$ cat config.mk
export PLATFORM = sky130hd
export DESIGN_NAME = ps2_rx_fifo_flat
export DESIGN_NICKNAME = d
export VERILOG_FILES = /design/src/rtl/ps2_pkg.sv /design/src/rtl/ps2_rx_fifo_if.sv /design/src/rtl/ps2_rx_fifo_sync_filter.sv /design/src/rtl/ps2_rx_fifo.sv /design/src/flat_wrapper.sv
export SDC_FILE = /design/constraint.sdc
export NUM_CORES = 1
export LEC_CHECK = 0
export ABC_AREA = 1
export CORE_MARGIN = 5
export CORE_UTILIZATION = 60
export DETAILED_ROUTE_END_ITERATION = 10
export DONT_BUFFER_PORTS = 1
export PLACE_DENSITY = 0.74
export SLEW_MARGIN = 5
export SYNTH_ARGS = -nofsm -noshare
export SYNTH_HDL_FRONTEND = slang
export SYNTH_SLANG_ARGS = --single-unit
export TNS_END_PERCENT = 100
$ cat constraint.sdc
create_clock -name clk -period 3.1 [get_ports clk]
set_input_delay 0.775 -clock clk [delete_from_list [all_inputs] [get_ports clk]]
set_output_delay 0.775 -clock clk [all_outputs]
set_load 0.02 [all_outputs]
$ cat src/rtl/ps2_pkg.sv
// Shared definitions for the PS/2 receive path: FSM states, frame length
// and the odd-parity rule applied to the data and parity bits.
package ps2_pkg;

    typedef enum logic [1:0] {
        IDLE,
        RECV,
        CHECK
    } state_t;

    localparam int FRAME_BITS = 11;

    // True when the eight data bits plus the parity bit hold an odd number of ones.
    function automatic logic odd_parity_ok(input logic [8:0] bits);
        return ^bits;
    endfunction

endpackage

$ cat src/rtl/ps2_rx_fifo_if.sv
// Consumer-side bus of the PS/2 receiver: FIFO head, pop strobe, fill level
// and the sticky error flags with their clear strobe.
interface ps2_rx_fifo_if #(
    parameter int DEPTH_LOG2 = 4
) ();

    logic                  rdy;
    logic [7:0]            data;
    logic                  done;
    logic [DEPTH_LOG2:0]   level;
    logic                  perr;
    logic                  ferr;
    logic                  ovf;
    logic                  err_clr;

    modport master (
        output rdy, data, level, perr, ferr, ovf,
        input  done, err_clr
    );

    modport slave (
        input  rdy, data, level, perr, ferr, ovf,
        output done, err_clr
    );

endinterface

$ cat src/rtl/ps2_rx_fifo_sync_filter.sv
// Two-flop synchroniser followed by a stability filter: the output only
// follows the synchronised input after it has differed for FILTER cycles.
module sync_filter #(
    parameter int FILTER = 4
) (
    input  logic clk,
    input  logic rst,
    input  logic din,
    output logic filt
);

    localparam int CNT_W = $clog2(FILTER + 1);

    logic             sync1;
    logic             sync2;
    logic [CNT_W-1:0] cnt;

    // NOTE: state registers use non-blocking assignments so every flop samples
    // the pre-edge value of its neighbours, which is what makes the
    // synchroniser chain a chain rather than a wire.
    always_ff @(posedge clk) begin
        if (rst) begin
            sync1 <= 1'b1;
            sync2 <= 1'b1;
            filt  <= 1'b1;
            cnt   <= '0;
        end else begin
            sync1 <= din;
            sync2 <= sync1;
            if (sync2 != filt) begin
                if (cnt == CNT_W'(FILTER - 1)) begin
                    filt <= sync2;
                    cnt  <= '0;
                end else begin
                    cnt <= cnt + CNT_W'(1);
                end
            end else begin
                cnt <= '0;
            end
        end
    end

endmodule

$ cat src/rtl/ps2_rx_fifo.sv
// PS/2 receive front end: filtered clock edge detect, 11-bit frame capture
// with start/parity/stop checks and timeout, and a byte FIFO with sticky flags.
module ps2_rx_fifo
    import ps2_pkg::*;
#(
    parameter int DEPTH_LOG2 = 4,
    parameter int FILTER     = 4,
    parameter int TIMEOUT    = 50000,
    parameter int PARITY_EN  = 1
) (
    input  logic          clk,
    input  logic          rst,
    input  logic          PS2C,
    input  logic          PS2D,
    output logic          shift,
    ps2_rx_fifo_if.master bus
);

    localparam int DEPTH = 1 << DEPTH_LOG2;
    localparam int LW    = DEPTH_LOG2 + 1;
    localparam int TW    = $clog2(TIMEOUT + 1);

    logic fc;
    logic fc_d;
    logic dsync;

    sync_filter #(.FILTER(FILTER)) u_clk_filter (
        .clk  (clk),
        .rst  (rst),
        .din  (PS2C),
        .filt (fc)
    );

    // A one-cycle filter is a pass-through after the synchroniser.
    sync_filter #(.FILTER(1)) u_dat_sync (
        .clk  (clk),
        .rst  (rst),
        .din  (PS2D),
        .filt (dsync)
    );

    always_ff @(posedge clk) begin
        if (rst) fc_d <= 1'b1;
        else     fc_d <= fc;
    end

    assign shift = fc_d & ~fc;

    // Frame receiver
    state_t          state_q, state_d;
    logic [3:0]      bitcnt_q;
    logic [10:0]     frame_q;
    logic [TW-1:0]   tcnt_q;
    logic            timeout;

    // NOTE: every signal written here gets a default first, so no path can
    // leave it unassigned and infer a latch.
    always_comb begin
        state_d = state_q;
        timeout = 1'b0;
        case (state_q)
            IDLE: begin
                if (shift && !dsync) state_d = RECV;
            end
            RECV: begin
                if (shift) begin
                    if (bitcnt_q == 4'(FRAME_BITS - 1)) state_d = CHECK;
                end else if (tcnt_q == TW'(TIMEOUT)) begin
                    timeout = 1'b1;
                    state_d = IDLE;
                end
            end
            CHECK:   state_d = IDLE;
            default: state_d = IDLE;
        endcase
    end

    always_ff @(posedge clk) begin
        if (rst) begin
            state_q  <= IDLE;
            bitcnt_q <= '0;
            frame_q  <= '0;
            tcnt_q   <= '0;
        end else begin
            state_q <= state_d;
            if (shift) frame_q <= {dsync, frame_q[10:1]};
            // Parked at 1 while idle so the start bit is already counted on entry.
            if (state_q == IDLE) bitcnt_q <= 4'd1;
            else if (shift)      bitcnt_q <= bitcnt_q + 4'd1;
            if (state_q != RECV || shift) tcnt_q <= '0;
            else                          tcnt_q <= tcnt_q + TW'(1);
        end
    end

    // Frame decision and FIFO control
    logic [7:0]            mem [DEPTH];
    logic [DEPTH_LOG2-1:0] wptr_q, rptr_q;
    logic [LW-1:0]         level_q;
    logic                  perr_q, ferr_q, ovf_q;
    logic                  in_check, frame_ok, par_ok, good;
    logic                  rdy, full, pop, push;
    logic                  set_perr, set_ferr, set_ovf;

    assign in_check = (state_q == CHECK);
    assign frame_ok = ~frame_q[0] & frame_q[10];
    assign par_ok   = (PARITY_EN == 0) || odd_parity_ok(frame_q[9:1]);
    assign good     = frame_ok & par_ok;

    assign rdy  = (level_q != '0);
    assign full = (level_q == LW'(DEPTH));
    assign pop  = bus.done & rdy;
    // A pop in the same cycle frees the slot, so a full FIFO still accepts.
    assign push = in_check & good & (~full | pop);

    assign set_ovf  = in_check & good & full & ~pop;
    assign set_ferr = (in_check & ~frame_ok) | timeout;
    assign set_perr = in_check & ~par_ok;

    // NOTE: the byte storage has no reset; entries are only ever read below
    // level_q, which is reset, so stale contents are never visible.
    always_ff @(posedge clk) begin
        if (push) mem[wptr_q] <= frame_q[8:1];
    end

    always_ff @(posedge clk) begin
        if (rst) begin
            wptr_q  <= '0;
            rptr_q  <= '0;
            level_q <= '0;
        end else begin
            if (push) wptr_q <= wptr_q + 1'b1;
            if (pop)  rptr_q <= rptr_q + 1'b1;
            if (push && !pop)      level_q <= level_q + LW'(1);
            else if (!push && pop) level_q <= level_q - LW'(1);
        end
    end

    // Sticky flags: a new error outranks a clear in the same cycle.
    always_ff @(posedge clk) begin
        if (rst) begin
            perr_q <= 1'b0;
            ferr_q <= 1'b0;
            ovf_q  <= 1'b0;
        end else begin
            if (set_perr)         perr_q <= 1'b1;
            else if (bus.err_clr) perr_q <= 1'b0;
            if (set_ferr)         ferr_q <= 1'b1;
            else if (bus.err_clr) ferr_q <= 1'b0;
            if (set_ovf)          ovf_q  <= 1'b1;
            else if (bus.err_clr) ovf_q  <= 1'b0;
        end
    end

    assign bus.rdy   = rdy;
    assign bus.data  = mem[rptr_q];
    assign bus.level = level_q;
    assign bus.perr  = perr_q;
    assign bus.ferr  = ferr_q;
    assign bus.ovf   = ovf_q;

endmodule
$ cat src/flat_wrapper.sv
// flat-port wrapper written by rule: the top's interface ports become plain ports
module ps2_rx_fifo_flat import ps2_pkg::*;
#(
    parameter int DEPTH_LOG2 = 4,
    parameter int FILTER     = 4,
    parameter int TIMEOUT    = 50000,
    parameter int PARITY_EN  = 1
)
  (clk, rst, PS2C, PS2D, shift, bus_rdy, bus_data, bus_level, bus_perr, bus_ferr, bus_ovf, bus_done, bus_err_clr);
  ps2_rx_fifo_if #(.DEPTH_LOG2(DEPTH_LOG2)) bus_i ();
  input  logic clk;
  input  logic rst;
  input  logic PS2C;
  input  logic PS2D;
  output logic shift;
  output wire logic [$bits(bus_i.rdy)-1:0] bus_rdy;
  output wire logic [$bits(bus_i.data)-1:0] bus_data;
  output wire logic [$bits(bus_i.level)-1:0] bus_level;
  output wire logic [$bits(bus_i.perr)-1:0] bus_perr;
  output wire logic [$bits(bus_i.ferr)-1:0] bus_ferr;
  output wire logic [$bits(bus_i.ovf)-1:0] bus_ovf;
  input wire logic [$bits(bus_i.done)-1:0] bus_done;
  input wire logic [$bits(bus_i.err_clr)-1:0] bus_err_clr;
  assign bus_rdy = bus_i.rdy;
  assign bus_data = bus_i.data;
  assign bus_level = bus_i.level;
  assign bus_perr = bus_i.perr;
  assign bus_ferr = bus_i.ferr;
  assign bus_ovf = bus_i.ovf;
  assign bus_i.done = bus_done;
  assign bus_i.err_clr = bus_err_clr;
  ps2_rx_fifo #(.DEPTH_LOG2(DEPTH_LOG2), .FILTER(FILTER), .TIMEOUT(TIMEOUT), .PARITY_EN(PARITY_EN)) u_core (.clk(clk), .rst(rst), .PS2C(PS2C), .PS2D(PS2D), .shift(shift), .bus(bus_i));
endmodule
# Word level (Yosys, flattened, before mapping)
# Memories as Yosys holds them, arrays and structs flattened. A register that Yosys moved wholly into a read port is not among the register bits.
# Index checks and enable logic that the tools add are counted.
# totals
reg_bits	60
ram_bits	128
output_inout_bits	18
word_cells	104
mem_count	1
# classes
addsub	8
n_eq_ne	12
n_mux	20
bitwise_logic	21
reduce_logical	22
# memory_table
memory	words	word_bits	read_ports	rd_clocked_by_memory_dff	wr	line	text
u_core.mem	16	8	1	1	1	ps2_rx_fifo.sv:96	logic [7:0] mem [DEPTH];
# ops
operator	n
16-bit by 1-bit adder with 16-bit output, second input constant	1
16-bit == test, second input constant	1
4-bit by 1-bit adder with 4-bit output, second input constant	3
1-bit 2-to-1 mux	11
1-bit bitwise AND	10
5-bit 2-to-1 mux	2
2-bit nonzero test	5
1-bit NOT	9
9-bit parity	1
2-bit 2-to-1 mux	4
4-bit 2-to-1 mux	2
3-bit OR reduction	2
5-bit by 1-bit adder with 5-bit output, second input constant	1
5-bit == test, second input constant	1
5-bit nonzero test	1
5-bit by 1-bit subtractor with 5-bit output, second input constant	1
4-bit == test, second input constant	1
2-bit by 1-bit != test with 1-bit output, second input constant	2
2-bit case mux with 2 select lines	1
2-bit AND reduction	2
2-bit OR reduction	2
3-bit by 1-bit adder with 3-bit output, second input constant	1
3-bit by 2-bit == test with 1-bit output, second input constant	1
1-bit logical AND	3
other kinds (11)	15

# Depth between registers and ports, before layout
# Gate-level depths: netlist of run 1.
# depth
ltp_word	9
mapped_depth	21
ltp_nobuf	21

# Cells and area by module
# Synthesis of run 1 repeated with hierarchy kept, for this count alone.
# unflattened
hier_cells	749
area_unflattened_um2	8192.9
# by_module_without_submodules
module	instances	cells_each	area_each_um2	seq_area_each_um2
ps2_rx_fifo	1	714	7858.8	4924.7
sync_filter at u_core.u_clk_filter	1	23	217.7	120.1
sync_filter at u_core.u_dat_sync	1	12	116.4	80.1

# Worst setup path before layout of run 1
# OpenSTA, ideal clock, no wires.
# synth_path
path_kind	register -> register
start	reg u_core.frame_q[8]
end	reg u_core.level_q[4], in the netlist u_core.bus.level[4]
t_arrival_ns	2.529
required_time_ns	2.981
path_slack_ns	0.452
path_stages_with_launch	20
path_buffers	0
period_less_slack_ns	2.648
path_cell_list	dfxtp_1 inv_1 nand2_1 nand2_1 nand2_1 nand2_1 inv_1 nand3_1 nand2_2 nand3_4 inv_6 ha_1 inv_1 ha_1 a21oi_1 nor2_1 o21ai_0 nand3_1 o21ai_0 a21oi_1
# synth_via
elab_chain_cells	7
# synth_rtl
item	line	text
start, declared	ps2_rx_fifo.sv:52	logic [10:0] frame_q;
start signal, assigned	ps2_rx_fifo.sv:86	if (shift) frame_q <= {dsync, frame_q[10:1]};
9-bit parity (*)	ps2_pkg.sv:15	return ^bits;
1-bit bitwise AND (*)	ps2_rx_fifo.sv:107	assign good = frame_ok & par_ok;
1-bit bitwise AND (*) (2 in a row)	ps2_rx_fifo.sv:113	assign push = in_check & good & (~full | pop);
named net u_core.push	ps2_rx_fifo.sv:101	logic rdy, full, pop, push;
1-bit logical NOT	ps2_rx_fifo.sv:134	else if (!push && pop) level_q <= level_q - LW'(1);
1-bit logical AND	ps2_rx_fifo.sv:134	
2-bit nonzero test (no source line)	--	
end signal, assigned	ps2_rx_fifo.sv:133	if (push && !pop) level_q <= level_q + LW'(1);
end signal, assigned	ps2_rx_fifo.sv:134	
end, declared	ps2_rx_fifo.sv:98	logic [LW-1:0] level_q;
# Mark *: on every way through the listed nets, which the timed path passes. The rest lies on a longest branch.
# A chain may end at the register's enable or synchronous reset.

==> Implementation_results.wiki, run 1 <==
{| class="wikitable"
! Metric !! Value
|-
| Endpoints failing setup || 0
|-
| Vias per Instance || 5.70
|-
| Number of buffers between clock root and the deepest sink || 2
|-
| Estimated wirelength of the detail-placed design || 10.6 mm
|-
| Count of hold-fix buffers inserted at cts || 0
|-
| Period utilization || 93.6%
|-
| Final net count || 790
|-
| Max capacitance violation total || 0
|-
| Growth of design area from synthesis to finish || 11.1%
|-
| Number of I/O pins || 24
|-
| Final Instance Area || 0.00903 sq mm
|-
| Total number of yosys warnings || 0
|-
| Time the worst path needs with I/O delays and setup || 2900 ps
|-
| Pin count of the biggest net entering global routing || 46
|-
| Core footprint || 0.0132 sq mm
|-
| Clock insertion delay at the later pin of the skew report || 440 ps
|-
| Unique cell type count in the Yosys netlist || 43
|-
| Startpoint class of the critical path || register
|-
| Critical path arrival || 2130 ps
|-
| Commonest cells post-synth || sky130_fd_sc_hd__edfxtp_1 (128), sky130_fd_sc_hd__inv_1 (90), sky130_fd_sc_hd__nand2_1 (75), sky130_fd_sc_hd__o21ai_0 (70), sky130_fd_sc_hd__a21oi_1 (68)
|-
| Cell row count || 42
|-
| Total inserted antenna cells || 0
|-
| F_max || 345 MHz
|-
| Initial Utilization || 61.4%
|-
| R2r setup slk || 270 ps
|-
| Aggregate global routing overflow || 0
|-
| Worst clock skew || 23.9 ps
|-
| Classification of the worst setup path || reg -> out
|-
| Share of synthesized registers carrying an async set or reset || 0%
|-
| Library cell with the highest instance count after synthesis || sky130_fd_sc_hd__edfxtp_1
|-
| Flip-flop and latch count after synthesis || 192
|-
| Final setup margin || 200 ps
|-
| R2r worst-path depth || 13
|-
| Fraction of layout instances using a drive strength above 1 || 10.5%
|-
| Uppermost layer routed || met4
|-
| Number of antenna violations at the first check in global routing || 0
|-
| Slew of the pin with the lowest slew margin || 735 ps
|-
| Setup TNS after final layout || 0 ps
|-
| CTS tree || done
|-
| Sequential-to-total area share from yosys stat || 63.1%
|-
| Critical path endpoint category || primary output
|-
| Wire length reported by the detailed router || 16.5 mm
|-
| Wire length of the first global-routing pass || 26.7 mm
|-
| Area of all sequential standard cells || 0.00513 sq mm
|-
| Wire length the detailed router placed on met1 || 7.01 mm
|-
| Top FF cell, synth || sky130_fd_sc_hd__edfxtp_1
|-
| Biggest area consumer among synthesized cells || sky130_fd_sc_hd__edfxtp_1
|-
| Reg clk slew, reported paths || 70 ps
|-
| RSZ-0062 raised after global routing || no
|-
| Synth top area cells || sky130_fd_sc_hd__edfxtp_1 (47%), sky130_fd_sc_hd__dfxtp_1 (16%), sky130_fd_sc_hd__o21ai_0 (4.3%), sky130_fd_sc_hd__a21oi_1 (4.2%), sky130_fd_sc_hd__inv_1 (4.2%)
|-
| Post-detailed-route wirelength per cell || 17.2 um
|-
| Total die area || 0.0160 sq mm
|-
| Required time of the critical path || 2320 ps
|-
| Synth Net Count || 768
|-
| Synth top area share || 47.3%
|-
| Via count || 5,444
|-
| Startpoint of the worst register-to-register path || u_core.bus.level[0]
|-
| Number of nets with antenna violations after detailed routing || 0
|-
| Number of pins with negative max-slew slack in the final report || 0
|-
| Post-synthesis instance area || 0.00813 sq mm
|-
| Area taken by multi-input logic gates || 0.00252 sq mm
|-
| Met2 wire length || 8.19 mm
|-
| Deepest level of the CTS H-tree || 4
|-
| Number of optimization iterations in the first detailed-route pass || 5
|-
| Clock sink count || 192
|-
| Cells after synthesis || 745
|-
| Hold path startpoint || rst
|-
| Number of cells on the worst hold path || 1
|-
| Die W || 126 um
|-
| Number of flops mapped to enable cells by yosys || 128
|-
| FILL cells || 990
|-
| Post_cts resized || 0
|-
| Maximum vdd ir drop || 0.399 mV
|-
| Count of endpoints failing hold in the final timing report || 0
|-
| Global Route Usage Sum || 21.1%
|-
| Area after DPL || 0.00845 sq mm
|-
| Maximum net fanout on the critical path || 24
|-
| Routability cong. || 0.853
|-
| Minimum setup slack after placement || 258 ps
|-
| Buffer cell driving the clock tree root || sky130_fd_sc_hd__clkbuf_16
|-
| Count of input and output buffers || 0
|-
| Max-slew headroom at the worst pin || 50.8%
|-
| Cell Pwr Density || 653 mW/mm^2
|-
| Vias in the first global route || 5,286
|-
| Status || finished, final reports clean
|-
| Pleak || 3.21 nW
|-
| Post-CTS Setup Repair Bufs || 0
|-
| Reg2Reg Capture Point || u_core.bus.level[4]
|-
| TritonCTS buffer count || 17
|-
| Hold crit path type || in -> reg
|-
| Number of DRC violations after detailed routing || 0
|-
| Worst min-delay path endpoint || u_core.bus.ovf
|-
| Drt first-iter violations || 580
|-
| Die height || 126 um
|-
| Post-Syn Area per Cell || 10.9 sq um
|-
| Length of routed met3 wiring || 1.03 mm
|}
flip-flops by register name, summed over array words and instances, names as in the netlist, 2 cells and up, named ones only:
| name | count |
|---|---|
| u_core.mem | 128 |
| u_core.tcnt_q | 16 |
| u_core.frame_q | 11 |
| u_core.bus.level | 5 |
| u_core.bitcnt_q | 4 |
| u_core.rptr_q | 4 |
| u_core.wptr_q | 4 |
| u_core.u_clk_filter.cnt | 3 |
| u_core.state_q | 2 |
how the worst max path moves through the flow:
| stage | depth (start not counted) | from | to | slack [ps] |
|---|---|---|---|---|
| 3_5_place_dp | 13 | u_core.bus.level[0] | u_core.bus.level[4] | 260 |
| 6_report | 5 | register | bus_data[4] | 200 |
| 3_3_place_gp | 13 | u_core.bus.level[0] | u_core.bus.level[4] | 390 |
| 5_1_grt | 19 | u_core.frame_q[7] | u_core.bus.level[4] | 20 |
| 4_1_cts | 5 | register | bus_data[4] | 100 |
| 2_1_floorplan | 19 | u_core.frame_q[8] | u_core.bus.level[4] | 450 |
logic make-up after synthesis:
family	after synthesis	share of synthesized area (%)
other	1	0.0461
muxes	32	3.94
DFF	192	63.1
and+or+nand+nor	199	11.7
buffers and inverters	122	5.93
AOI/OAI and AO/OA	176	12.0
adders and majority gates	17	2.71
xor gates and xnor gates	6	0.647
per-stage QoR:
stage | utilization, % | hold slack (ps) | std cells | power, mW
2_1_floorplan | - | 389 | 745 | 3.62
3_3_place_gp | 63.8 | 393 | 923 | 3.82
3_5_place_dp | 63.8 | 399 | 923 | 3.85
4_1_cts | 68.0 | 393 | 954 | 5.89
5_1_grt | 68.2 | 395 | 955 | 6.13
6_report | 68.2 | 399 | 955 | 5.89
worst max-delay path, cell delays in order, from the launching register on:
cell                       delay [ps]
sky130_fd_sc_hd__dfxtp_4          590
sky130_fd_sc_hd__buf_4            320
sky130_fd_sc_hd__mux2i_1          120
sky130_fd_sc_hd__o211ai_1         280
sky130_fd_sc_hd__nand3_1          160
sky130_fd_sc_hd__nand2_1          210
routing by layer:
| metal | GRT usage, % | vias to the layer above |
|---|---|---|
| met1 | 27.8 | 2602 |
| met3 | 4.83 | 25 |
| met5 | 0 | - |
| li1 | - | 2642 |
| met4 | 6.75 | 0 |
| met2 | 35.0 | 175 |
final cells by class:
type                       instances  share of cell area [%]
clock buffer                      19                    4.79
timing repair buffer              31                    2.77
tap                              176                    2.44
clock inverter                    12                    1.32
multi-input combinational        431                    27.9
inverter                          94                    3.96
sequential                       192                    56.8
power breakdown:
part,internal (mW),total (mW),switching [mW]
Combinational,0.325,0.949,0.624
Clock,1.17,2.06,0.889
Sequential,2.75,2.88,0.133
Total,4.25,5.89,1.65
layout by cell type, fill, tap and decap left out, types with 3 or more instances in the layout:
cell type / Yosys / final
sky130_fd_sc_hd__clkbuf_16: 0 / 18
sky130_fd_sc_hd__nand3_1: 24 / 24
sky130_fd_sc_hd__edfxtp_1: 128 / 128
sky130_fd_sc_hd__inv_1: 90 / 90
sky130_fd_sc_hd__ha_1: 16 / 16
sky130_fd_sc_hd__or2_2: 5 / 5
sky130_fd_sc_hd__dfxtp_1: 64 / 63
sky130_fd_sc_hd__nand4_1: 13 / 13
sky130_fd_sc_hd__nor3_1: 3 / 3
sky130_fd_sc_hd__mux2i_1: 32 / 32
sky130_fd_sc_hd__o21ai_0: 70 / 70
sky130_fd_sc_hd__nand2_1: 75 / 75
sky130_fd_sc_hd__o211ai_1: 32 / 32
sky130_fd_sc_hd__clkinv_1: 0 / 3
sky130_fd_sc_hd__nand2_4: 4 / 4
sky130_fd_sc_hd__xnor2_1: 3 / 3
sky130_fd_sc_hd__nand2_2: 4 / 4
sky130_fd_sc_hd__buf_4: 3 / 30
sky130_fd_sc_hd__nor2_1: 57 / 57
sky130_fd_sc_hd__clkinv_2: 0 / 3
sky130_fd_sc_hd__a21oi_1: 68 / 68
sky130_fd_sc_hd__xor2_1: 3 / 3
sky130_fd_sc_hd__inv_2: 3 / 3
Note: power is estimated with default switching activity, not from simulation.
==> run 2, diff against run 1 <==
--- a/config.mk
+++ b/config.mk
@@ -14,5 +14,6 @@
 export SLEW_MARGIN = 5
 export SYNTH_ARGS = -nofsm -noshare
 export SYNTH_HDL_FRONTEND = slang
+export SYNTH_HIERARCHICAL = 1
 export SYNTH_SLANG_ARGS = --single-unit
 export TNS_END_PERCENT = 100
==> Implementation_results.wiki, run 2 <==
{| class="wikitable"
! Metric !! Value
|-
| Most used cells in the layout excluding fill and tap cells || sky130_fd_sc_hd__edfxtp_1 (128), sky130_fd_sc_hd__inv_1 (93), sky130_fd_sc_hd__nand2_1 (70), sky130_fd_sc_hd__o21ai_0 (66), sky130_fd_sc_hd__a21oi_1 (65)
|-
| Total die area || 0.0161 sq mm
|-
| Number of nets with antenna violations after detailed routing || 0
|-
| Post-synthesis instance area || 0.00819 sq mm
|-
| Estimated wirelength of the detail-placed design || 10.8 mm
|-
| Required time of the critical path || 3410 ps
|-
| Global Route Usage Sum || 21.3%
|-
| Die height || 127 um
|-
| Drt first-iter violations || 554
|-
| Flip-flop count of the largest register, all copies and words added || 128
|-
| Core footprint || 0.0133 sq mm
|-
| Pleak || 3.23 nW
|-
| Buffer cell driving the clock tree root || sky130_fd_sc_hd__clkbuf_16
|-
| Startpoint class of the critical path || register
|-
| Die W || 127 um
|-
| Biggest registers after layout || u_core/mem: 128 flops, u_core/tcnt_q: 16 flops, u_core/frame_q: 11 flops
|-
| Final net count || 796
|-
| Cell Pwr Density || 654 mW/mm^2
|-
| Length of routed met3 wiring || 1.06 mm
|-
| Area after DPL || 0.00855 sq mm
|-
| Status || finished, final reports clean
|-
| Number of antenna violations at the first check in global routing || 0
|-
| Commonest cells post-synth || sky130_fd_sc_hd__edfxtp_1 (128), sky130_fd_sc_hd__inv_1 (90), sky130_fd_sc_hd__nand2_1 (70), sky130_fd_sc_hd__o21ai_0 (67), sky130_fd_sc_hd__a21oi_1 (65)
|-
| Max-slew headroom at the worst pin || 43.4%
|-
| Cells after synthesis || 749
|-
| Top FF cell, synth || sky130_fd_sc_hd__edfxtp_1
|-
| R2r worst-path depth || 20
|-
| Deepest level of the CTS H-tree || 4
|-
| Register name with the most flops || u_core/mem
|-
| Vias per Instance || 5.68
|-
| Endpoints failing setup || 0
|-
| Slew of the pin with the lowest slew margin || 845 ps
|-
| Cell row count || 42
|-
| Maximum net fanout on the critical path || 13
|-
| Number of buffers between clock root and the deepest sink || 2
|-
| Startpoint of the worst register-to-register path || u_core/frame_q[8]
|-
| Number of optimization iterations in the first detailed-route pass || 5
|-
| Commonest non-fill, non-tap cell in the layout || sky130_fd_sc_hd__edfxtp_1
|-
| RSZ-0062 raised after global routing || no
|-
| Fraction of layout instances using a drive strength above 1 || 13.1%
|-
| Sequential-to-total area share from yosys stat || 62.6%
|-
| Clock insertion delay at the later pin of the skew report || 430 ps
|-
| Biggest area consumer among synthesized cells || sky130_fd_sc_hd__edfxtp_1
|-
| Wire length reported by the detailed router || 16.6 mm
|-
| Critical path arrival || 3210 ps
|-
| Count of input and output buffers || 0
|-
| Reg clk slew, reported paths || 60 ps
|-
| Via count || 5,466
|-
| Final Instance Area || 0.00914 sq mm
|-
| Synth Net Count || 771
|-
| Initial Utilization || 61.6%
|-
| Hold path startpoint || rst
|-
| Vias in the first global route || 5,417
|-
| Reg2Reg Capture Point || u_core/bus.level[4]
|-
| Met2 wire length || 8.39 mm
|-
| Uppermost layer routed || met4
|-
| Number of DRC violations after detailed routing || 0
|-
| Worst min-delay path endpoint || u_core/wptr_q[2]
|-
| Number of I/O pins || 24
|-
| Flip-flop and latch count after synthesis || 192
|-
| FILL cells || 965
|-
| CTS tree || done
|-
| R2r setup slk || 200 ps
|-
| Classification of the worst setup path || reg -> reg
|-
| Count of endpoints failing hold in the final timing report || 0
|-
| Period utilization || 93.5%
|-
| Post-Syn Area per Cell || 10.9 sq um
|-
| Total inserted antenna cells || 0
|-
| TritonCTS buffer count || 17
|-
| Total number of yosys warnings || 6
|-
| Clock sink count || 192
|-
| Time the worst path needs with I/O delays and setup || 2900 ps
|-
| Setup TNS after final layout || 0 ps
|-
| Pin count of the biggest net entering global routing || 54
|-
| Wire length the detailed router placed on met1 || 6.72 mm
|-
| Library cell with the highest instance count after synthesis || sky130_fd_sc_hd__edfxtp_1
|-
| Synth top area share || 46.9%
|-
| Aggregate global routing overflow || 0
|-
| Post-detailed-route wirelength per cell || 17.3 um
|-
| Growth of design area from synthesis to finish || 11.5%
|-
| Critical path endpoint category || register
|-
| Unique cell type count in the Yosys netlist || 43
|-
| F_max || 345 MHz
|-
| Synth top area cells || sky130_fd_sc_hd__edfxtp_1 (47%), sky130_fd_sc_hd__dfxtp_1 (16%), sky130_fd_sc_hd__inv_1 (4.1%), sky130_fd_sc_hd__o21ai_0 (4.1%), sky130_fd_sc_hd__a21oi_1 (4.0%)
|-
| Maximum vdd ir drop || 0.485 mV
|-
| Hold crit path type || in -> reg
|-
| Share of synthesized registers carrying an async set or reset || 0%
|-
| Wire length of the first global-routing pass || 26.7 mm
|-
| Max capacitance violation total || 0
|-
| Routability cong. || 0.847
|-
| Worst clock skew || 7.33 ps
|-
| Number of cells on the worst hold path || 1
|-
| Number of flops mapped to enable cells by yosys || 128
|-
| Number of pins with negative max-slew slack in the final report || 0
|}
## run 2: changes by cell type after synthesis, moves of 4 or more
cell                      before  now
sky130_fd_sc_hd__nand2_2       4   11
sky130_fd_sc_hd__nand3_2       1    6
sky130_fd_sc_hd__nand4_1      13    9
sky130_fd_sc_hd__nand2_1      75   70
## run 2: cells by family (layout without fill, tap and decap cells)
group | Yosys count | after routing | share of synthesized area, %
flip-flops | 192 | 192 | 62.6
buffers and inverters | 127 | 165 | 6.29
AO/OA/AOI/OAI | 170 | 170 | 11.5
AND/OR/NAND/NOR | 204 | 204 | 12.4
adder cells (fa/ha/maj) | 16 | 16 | 2.54
multiplexers | 32 | 32 | 3.91
XOR/XNOR | 7 | 7 | 0.748
other | 1 | 1 | 0.0458
## run 2: through the flow
stage	cells	hold WS, ps	setup WS, ps	util [%]	power [mW]
after CTS	962	391	77.6	68.5	5.96
after floorplan	749	383	303	-	3.67
after global placement	930	392	222	64.3	3.89
final	963	414	202	68.7	5.98
after detailed placement	930	401	111	64.3	3.94
after global routing	963	391	45.8	68.7	6.23
## run 2: timing repair
| action | CTS | global route |
|---|---|---|
| buffers inserted | 0 | 1 |
| endpoints found under the hold margin | 0 | 0 |
| endpoints found under the setup margin | 0 | 5 |
| hold buffers | 0 | 0 |
| gates resized for setup | 0 | 2 |
## run 2: final cells by class
class / count / area [sq um] / area share, %
Inverter: 98 / 377 / 4.12
Multi-Input combinational cell: 430 / 2550 / 28.0
Timing Repair Buffer: 35 / 295 / 3.23
Clock inverter: 8 / 36.3 / 0.397
Tap cell: 176 / 220 / 2.41
Sequential cell: 192 / 5130 / 56.1
Clock buffer: 24 / 526 / 5.75
## run 2: worst max path at each step
stage | to | from | cells after the start
2_1_floorplan | u_core/bus.level[4] | u_core/frame_q[2] | 20
3_3_place_gp | u_core/bus.level[4] | bus_done | 14
3_5_place_dp | u_core/bus.level[4] | bus_done | 14
4_1_cts | bus_data[0] | register | 5
5_1_grt | u_core/bus.level[4] | u_core/bus.level[4] | 15
6_report | u_core/bus.level[4] | u_core/frame_q[8] | 20
## run 2: worst max-delay path, cell delays in order, from the launching register on
cell and delay, ps:
sky130_fd_sc_hd__dfxtp_1 320, sky130_fd_sc_hd__buf_4 180, sky130_fd_sc_hd__nand2_1 90, sky130_fd_sc_hd__nand2_1 60, sky130_fd_sc_hd__nand2_2 60, sky130_fd_sc_hd__nand2_2 60
sky130_fd_sc_hd__clkinv_2 50, sky130_fd_sc_hd__nand3_2 100, sky130_fd_sc_hd__nand2_4 120, sky130_fd_sc_hd__nand3_4 110, sky130_fd_sc_hd__inv_8 120, sky130_fd_sc_hd__ha_1 210
sky130_fd_sc_hd__inv_1 120, sky130_fd_sc_hd__fa_2 380, sky130_fd_sc_hd__a21o_1 190, sky130_fd_sc_hd__a21oi_1 160, sky130_fd_sc_hd__nor2_1 70, sky130_fd_sc_hd__nor2_1 90
sky130_fd_sc_hd__nand2_1 90, sky130_fd_sc_hd__o21ai_1 150, sky130_fd_sc_hd__a21oi_1 60
## run 2: where the power goes
part	switching (mW)	internal [mW]	total, mW
sequential	0.102	2.76	2.86
clock	0.865	1.18	2.04
combinational	0.697	0.381	1.08
## run 2: routing by layer
| layer | GRT usage (%) | vias to the layer above |
|---|---|---|
| li1 | - | 2635 |
| met1 | 25.8 | 2615 |
| met2 | 37.1 | 179 |
| met3 | 4.79 | 37 |
| met4 | 8.01 | 0 |
| met5 | 0 | - |
==> run 3, diff against run 2 <==
--- a/config.mk
+++ b/config.mk
@@ -6,11 +6,13 @@
 export NUM_CORES = 1
 export LEC_CHECK = 0
 export ABC_AREA = 1
+export CELL_PAD_IN_SITES_DETAIL_PLACEMENT = 0
+export CELL_PAD_IN_SITES_GLOBAL_PLACEMENT = 1
 export CORE_MARGIN = 5
-export CORE_UTILIZATION = 60
+export CORE_UTILIZATION = 51
 export DETAILED_ROUTE_END_ITERATION = 10
 export DONT_BUFFER_PORTS = 1
-export PLACE_DENSITY = 0.74
+export PLACE_DENSITY = 0.77
 export SLEW_MARGIN = 5
 export SYNTH_ARGS = -nofsm -noshare
 export SYNTH_HDL_FRONTEND = slang
==> Implementation_results.wiki, run 3 (synthesis results as in run 2) <==
{| class="wikitable"
! Metric !! Value
|-
| Max capacitance violation total || 0
|-
| Slew of the pin with the lowest slew margin || 763 ps
|-
| Classification of the worst setup path || reg -> out
|-
| Total inserted antenna cells || 0
|-
| Biggest registers after layout || u_core/mem: 128 flops, u_core/tcnt_q: 16 flops, u_core/frame_q: 11 flops
|-
| Total power || 6.27 mW
|-
| Status || finished, final reports clean
|-
| FILL cells || 1,329
|-
| Maximum net fanout on the critical path || 28
|-
| Final net count || 794
|-
| Number of antenna violations at the first check in global routing || 0
|-
| Via count || 5,205
|-
| Routability cong. || 0.764
|-
| Total die area || 0.0187 sq mm
|-
| Count of endpoints failing hold in the final timing report || 0
|-
| Minimum hold slack || 407 ps
|-
| Die W || 137 um
|-
| Endpoints failing setup || 0
|-
| Deepest level of the CTS H-tree || 4
|-
| Clock insertion delay at the later pin of the skew report || 420 ps
|-
| Global Route Usage Sum || 17.9%
|-
| Critical path endpoint category || primary output
|-
| Time the worst path needs with I/O delays and setup || 2810 ps
|-
| Vias per Instance || 5.20
|-
| Clock sink count || 192
|-
| Number of optimization iterations in the first detailed-route pass || 5
|-
| Count of input and output buffers || 0
|-
| Hold crit path type || reg -> reg
|-
| CTS tree || done
|-
| Wire length of the first global-routing pass || 25.9 mm
|-
| Pleak || 3.23 nW
|-
| Startpoint of the worst register-to-register path || u_core/frame_q[2]
|-
| Flip-flop count of the largest register, all copies and words added || 128
|-
| Critical path arrival || 2030 ps
|-
| Number of buffers between clock root and the deepest sink || 2
|-
| Pin count of the biggest net entering global routing || 54
|-
| R2r worst-path depth || 20
|-
| Post-detailed-route wirelength per cell || 15.6 um
|-
| Number of I/O pins || 24
|-
| Period utilization || 90.6%
|-
| Initial Utilization || 51.8%
|-
| Core footprint || 0.0158 sq mm
|-
| Vias in the first global route || 5,144
|-
| TritonCTS buffer count || 17
|-
| Max-slew headroom at the worst pin || 48.9%
|-
| Reg2Reg Capture Point || u_core/bus.level[4]
|-
| CP endpoint || bus_data[6]
|-
| Number of nets with antenna violations after detailed routing || 0
|-
| Startpoint class of the critical path || register
|-
| Drt first-iter violations || 361
|-
| Cell row count || 46
|-
| Growth of design area from synthesis to finish || 13.0%
|-
| Reg clk slew, reported paths || 70 ps
|-
| Commonest non-fill, non-tap cell in the layout || sky130_fd_sc_hd__edfxtp_1
|-
| Register name with the most flops || u_core/mem
|-
| Estimated wirelength of the detail-placed design || 10.5 mm
|-
| Number of DRC violations after detailed routing || 0
|-
| Buffer cell driving the clock tree root || sky130_fd_sc_hd__clkbuf_16
|-
| Most used cells in the layout excluding fill and tap cells || sky130_fd_sc_hd__edfxtp_1 (128), sky130_fd_sc_hd__inv_1 (90), sky130_fd_sc_hd__nand2_1 (70), sky130_fd_sc_hd__o21ai_0 (67), sky130_fd_sc_hd__a21oi_1 (64)
|-
| Setup TNS after final layout || 0 ps
|-
| Aggregate global routing overflow || 0
|-
| Required time of the critical path || 2320 ps
|-
| Die height || 137 um
|-
| Cell Pwr Density || 678 mW/mm^2
|-
| Number of pins with negative max-slew slack in the final report || 0
|-
| Wire length reported by the detailed router || 15.6 mm
|-
| F_max || 356 MHz
|-
| Maximum vdd ir drop || 0.456 mV
|-
| RSZ-0062 raised after global routing || no
|-
| R2r setup slk || 310 ps
|-
| Worst clock skew || 8.04 ps
|-
| Fraction of layout instances using a drive strength above 1 || 13.6%
|}
## run 3: critical path, cell delays in order (launching register included)
cell	delay (ps)
sky130_fd_sc_hd__dfxtp_4	630
sky130_fd_sc_hd__buf_4	300
sky130_fd_sc_hd__a21oi_1	80
sky130_fd_sc_hd__o21ai_0	100
sky130_fd_sc_hd__o211ai_1	130
sky130_fd_sc_hd__o211ai_1	130
sky130_fd_sc_hd__nand2_1	220
## run 3: how the worst min path moves through the flow
stage | start | end | slack (ps) | cells after the start
finish | u_core/u_clk_filter/sync1 | u_core/u_clk_filter/sync2 | 410 | 1
global route | rst | u_core/bus.perr | 390 | 1
CTS | rst | u_core/wptr_q[2] | 390 | 1
detailed placement | u_core/u_clk_filter/sync1 | u_core/u_clk_filter/sync2 | 400 | 1
global placement | u_core/u_clk_filter/sync1 | u_core/u_clk_filter/sync2 | 400 | 1
floorplan | u_core/u_dat_sync/sync1 | u_core/u_dat_sync/sync2 | 380 | 1
## run 3: what timing repair did
item                                    CTS  global route
hold buffers                              0             0
resized for setup                         0             3
setup buffers                             0             1
endpoints found under the setup margin    0             9
## run 3: metrics by stage
step / setup WS (ps) / instances / utilization, % / area [sq um]
after floorplan: 303 / 749 / - / 8190
after global routing: 8.50 / 1001 / 58.5 / 9250
after detailed placement: 185 / 968 / 54.2 / 8580
after CTS: 69.3 / 1000 / 58.3 / 9220
after global placement: 212 / 968 / 54.2 / 8580
final: 292 / 1001 / 58.5 / 9250
## run 3: cell type report
type / count / area (sq um) / share of cell area, %
clock buffer: 18 / 429 / 4.64
inverter: 98 / 377 / 4.07
sequential: 192 / 5130 / 55.4
multi-input combinational: 430 / 2560 / 27.7
tap: 216 / 270 / 2.92
timing repair buffer: 33 / 273 / 2.95
clock inverter: 14 / 214 / 2.31
## run 3: where the power goes
group | switching (mW) | total (mW) | internal (mW) | leakage [nW]
clock | 0.907 | 2.34 | 1.43 | 0.304
combinational | 0.693 | 1.08 | 0.387 | 1.53
sequential | 0.100 | 2.85 | 2.75 | 1.40
## run 3: routing by layer
layer / up-vias / routed length, um / global-route usage, %
met4: 0 / 133 / 6.16
met1: 2470 / 7070 / 24.3
met5: - / 0 / 0
met2: 90 / 7580 / 28.8
li1: 2639 / - / -
met3: 6 / 865 / 3.93
